File: src/rtl/piso_serializer.sv
// piso_serializer: parallel-in / serial-out word serializer, MSB first.
// A word is accepted on load_valid & load_ready. It is shifted out on Data,
// one bit per clock, with Data_valid high. done pulses with the last frame bit.
// A word accepted during the final bit cycle starts the next frame with no gap.
// Optional feature: define PISO_PARITY_EN to append an even-parity bit
// (XOR of the captured word) after the LSB, giving WIDTH+1 bit frames.
module piso_serializer #(
  parameter int WIDTH = 8
) (
  input  logic             clk,
  input  logic             rst_n,
  input  logic [WIDTH-1:0] load_data,
  input  logic             load_valid,
  output logic             load_ready,
  output logic             Data,
  output logic             Data_valid,
  output logic             done
);

  localparam int            CW         = $clog2(WIDTH + 1);
  localparam logic [CW-1:0] LAST_IDX   = CW'(WIDTH - 1);
  localparam logic [CW-1:0] PENULT_IDX = CW'(WIDTH - 2);

`ifdef PISO_PARITY_EN
  typedef enum logic [1:0] {IDLE, SHIFT, PARITY} state_t;
`else
  typedef enum logic [1:0] {IDLE, SHIFT} state_t;
`endif

  state_t           state;
  logic [CW-1:0]    cnt;
  logic [WIDTH-1:0] sreg;
  logic             accept;
`ifdef PISO_PARITY_EN
  logic             par;
`endif

  // Ready while idle and in the final bit cycle of a frame (back-to-back loads).
  always_comb begin
    load_ready = 1'b0;
    case (state)
      IDLE:    load_ready = 1'b1;
`ifdef PISO_PARITY_EN
      SHIFT:   load_ready = 1'b0;
      PARITY:  load_ready = 1'b1;
`else
      SHIFT:   load_ready = (cnt == LAST_IDX);
`endif
      default: load_ready = 1'b0;
    endcase
  end

  assign accept = load_valid & load_ready;

  // Frame FSM: cnt is the index of the bit currently on Data. The MSB goes
  // straight to Data on acceptance, so sreg keeps the word pre-shifted by one
  // and its top bit is always the next bit to send.
  always_ff @(posedge clk or negedge rst_n) begin
    if (!rst_n) begin
      state      <= IDLE;
      cnt        <= '0;
      sreg       <= '0;
      Data       <= 1'b0;
      Data_valid <= 1'b0;
      done       <= 1'b0;
`ifdef PISO_PARITY_EN
      par        <= 1'b0;
`endif
    end else if (accept) begin
      state      <= SHIFT;
      cnt        <= '0;
      sreg       <= {load_data[WIDTH-2:0], 1'b0};
      Data       <= load_data[WIDTH-1];
      Data_valid <= 1'b1;
      done       <= 1'b0;
`ifdef PISO_PARITY_EN
      par        <= ^load_data;
`endif
    end else begin
      case (state)
        SHIFT: begin
          if (cnt == LAST_IDX) begin
`ifdef PISO_PARITY_EN
            state      <= PARITY;
            Data       <= par;
            Data_valid <= 1'b1;
            done       <= 1'b1;
`else
            state      <= IDLE;
            Data       <= 1'b0;
            Data_valid <= 1'b0;
            done       <= 1'b0;
`endif
          end else begin
            cnt        <= cnt + CW'(1);
            sreg       <= {sreg[WIDTH-2:0], 1'b0};
            Data       <= sreg[WIDTH-1];
            Data_valid <= 1'b1;
`ifdef PISO_PARITY_EN
            done       <= 1'b0;
`else
            done       <= (cnt == PENULT_IDX);
`endif
          end
        end
`ifdef PISO_PARITY_EN
        PARITY: begin
          state      <= IDLE;
          Data       <= 1'b0;
          Data_valid <= 1'b0;
          done       <= 1'b0;
        end
`endif
        default: begin
          state      <= IDLE;
          Data       <= 1'b0;
          Data_valid <= 1'b0;
          done       <= 1'b0;
        end
      endcase
    end
  end

endmodule

File: config.mk
export PLATFORM = sky130hd
export DESIGN_NAME = piso_serializer
export DESIGN_NICKNAME = d
export VERILOG_FILES = /design/src/rtl/piso_serializer.sv
export SDC_FILE = /design/constraint.sdc
export NUM_CORES = 1
export LEC_CHECK = 0
export CORE_MARGIN = 2
export CORE_UTILIZATION = 52
export DETAILED_ROUTE_END_ITERATION = 12
export PLACE_DENSITY = 0.79
export RECOVER_POWER = 50
export SKIP_LAST_GASP = 1
export SYNTH_ARGS = -nofsm -noshare
export SYNTH_HDL_FRONTEND = slang
export SYNTH_SLANG_ARGS = --single-unit
File: constraint.sdc
create_clock -name clk -period 2.44 [get_ports clk]
set_input_delay 0.366 -clock clk [delete_from_list [all_inputs] [get_ports clk]]
set_output_delay 0.366 -clock clk [all_outputs]
set_load 0.05 [all_outputs]
==> flow_metrics.env <==
export IMPL_setup_ws_ps=539
export IMPL_cts_tree="yes"
export IMPL_worstSetupEndpointType="output port"
export IMPL_finalMaxSlewViolations=0
export IMPL_tightest_slew_ps=638
export IMPL_synth_top_cell_area_share_pct=51.8
export IMPL_clockBufferDepth=2
export IMPL_timing_slew_headroom_pct=57.3
export IMPL_required_ps=2070
export IMPL_hpwl_microns=823
export IMPL_core_sq_um=1300
export IMPL_post_route_period_util_pct=77.9
export IMPL_clk_latency_ps=290
export IMPL_cp_startpoint="cnt[0]"
export IMPL_fp_dieW_microns=41.3
export IMPL_min_path_type="reg2reg"
export IMPL_path_class="reg2out"
export IMPL_fmax_mhz=526
export IMPL_setup_tns_ps=0
export IMPL_final_common_cell="dfrtp_1"
export IMPL_post_cts_buffers=0
export IMPL_r2r_end="sreg[7]"
export IMPL_yosysTopAreaCell="dfrtp_1"
export IMPL_die_h_microns=41.3
export IMPL_synthCells=57
export IMPL_yosysSeqAreaShare_pct=51.8
export IMPL_worstSetupStartpointType="register"
export IMPL_via_per_inst=5.28
export IMPL_start_util_pct=55.7
export IMPL_grt_start_max_net_pins=16
export IMPL_setup_violations=0
export IMPL_gp_congestion=0.752
export IMPL_htreeDepth=1
export IMPL_grtUsageTotal_pct=17.0
export IMPL_fin_nets=87
export IMPL_endpoint="load_ready"
export IMPL_cts_root_buf="clkbuf_4"
export IMPL_r2r_start="cnt[0]"
export IMPL_synth_area_sq_um=724
export IMPL_p_leak_nw=0.415
export IMPL_drt_wl_total_microns=1130
export IMPL_syn_num_nets=70
export IMPL_irDropWorstVdd_mv=0.561
export IMPL_drc=0
export IMPL_num_antenna_cells=0
export IMPL_wl_per_cell_microns=12.8
export IMPL_io_pins=15
export IMPL_rrSetupSlack_ps=970
export IMPL_ys_types=22
export IMPL_cts_hold_fix_buffers=0
export IMPL_status="finished, final reports clean"
export IMPL_cts_resized=0
export IMPL_drt_first_pass_iters=3
export IMPL_rows=13
export IMPL_ys_ff_latch=15
export IMPL_fin_skew_ps=2.18
export IMPL_grt_pass1_wl_microns=1740
export IMPL_finalHoldViolCount=0
export IMPL_path_max_fanout=13
export IMPL_rsz0062_at_grt="no"
export IMPL_avgSynthCellArea_sq_um=12.7
export IMPL_cap_violations=0
export IMPL_synth_area_leaders="dfrtp_1 52%, mux2_2 11%, mux2_4 6.2%, mux2i_1 5.5%, nand2_1 3.6%"
export IMPL_crit_arrival_ps=1540
export IMPL_gr_total_overflow=0
export IMPL_antenna_found_initial=0
export IMPL_place_ws_ps=549
export IMPL_yosysWarnings=0
export IMPL_ant_nets=0
export IMPL_area_delta_synth_final_pct=23.1
export IMPL_first_iter_violations=6
export IMPL_r2r_cells=4
export IMPL_portBuffers=14
export IMPL_grt_pass1_vias=395
export IMPL_drive_gt1_share_pct=23.3
export IMPL_clock_sinks=15
export IMPL_clk_pin_slew_ps=90
export IMPL_final_cell_mix="15 x dfrtp_1, 11 x clkdlybuf4s50_1, 7 x nand2_1, 7 x mux2_2, 4 x mux2i_1"
export IMPL_cts_buffers=3
export IMPL_power_density_nw_per_um2=1180
export IMPL_finalCriticalPeriod_ps=1900
export IMPL_dieArea_sq_um=1710
export IMPL_vias=465
metal layers:
metal / up-vias / part of all wire (%) / global-route usage, %
met2: 12 / 49 / 24.6
met1: 225 / 44 / 22.6
met4: 0 / 1.7 / 7.26
met5: - / 0 / 0
li1: 226 / - / -
met3: 2 / 5.9 / 6.38
state kept, by name (all words and copies together) (netlist names):
signal / flops
sreg: 7
cnt: 4
Data: 1
Data_valid: 1
done: 1
state: 1
worst min-delay path by stage:
stage | startpoint | to | slack (ps) | cells past startpoint
3_3_place_gp | sreg[1] | sreg[2] | 480 | 1
5_1_grt | sreg[1] | sreg[2] | 530 | 1
6_report | sreg[1] | sreg[2] | 500 | 1
4_1_cts | rst_n | sreg[6] | 480 | 1
2_1_floorplan | rst_n | Data | 70 | 0
3_5_place_dp | sreg[1] | sreg[2] | 490 | 1
through the flow:
step                      std cells  instance area (sq um)  hold slack, ps  power [mW]  utilization, %
after floorplan                  57                    724            70.4       0.814               -
after global placement           84                    865             477       0.902            66.4
after detailed placement         84                    865             491       0.922            66.4
after CTS                        88                    892             484        1.07            68.6
after global routing             88                    892             527        1.14            68.6
final                            88                    892             504        1.06            68.6
report_power, final:
part	internal [mW]	switching, mW
registers	0.347	0.0728
clock network	0.0611	0.0853
logic	0.238	0.253
total	0.646	0.411
synth_stat cells (all sizes together):
cell	count
inv	3
dfrtp	15
nand2	8
a32o	1
nand3b	2
a211o	1
nor2	2
ha	2
mux2i	4
a21oi	1
o21ai	1
xor2	1
buf	2
nand3	1
nor2b	1
nor4b	1
mux2	11
final cells by class:
class	instances	area, sq um
clock inverter	1	5.00
fill	120	409
tap	15	18.8
clock buffer	3	22.5
multi-input combinational	37	322
inverter	3	11.3
sequential	15	375
timing repair buffer	14	138
critical path: stages, from the launching register on:
cell and delay [ps]:
dfrtp_1 410, ha_1 260, nand3b_2 130, nand2_4 200, buf_4 240
kinds of logic after synthesis:
group / after synthesis / share of synthesized area [%]
adders and majority gates: 2 / 3.45
muxes: 15 / 24.2
xor gates and xnor gates: 1 / 1.21
AOI/OAI and AO/OA: 4 / 3.97
DFF: 15 / 51.8
and+or+nand+nor: 15 / 11.6
buffers and inverters: 5 / 3.80
(Power assumes the default switching activity.)
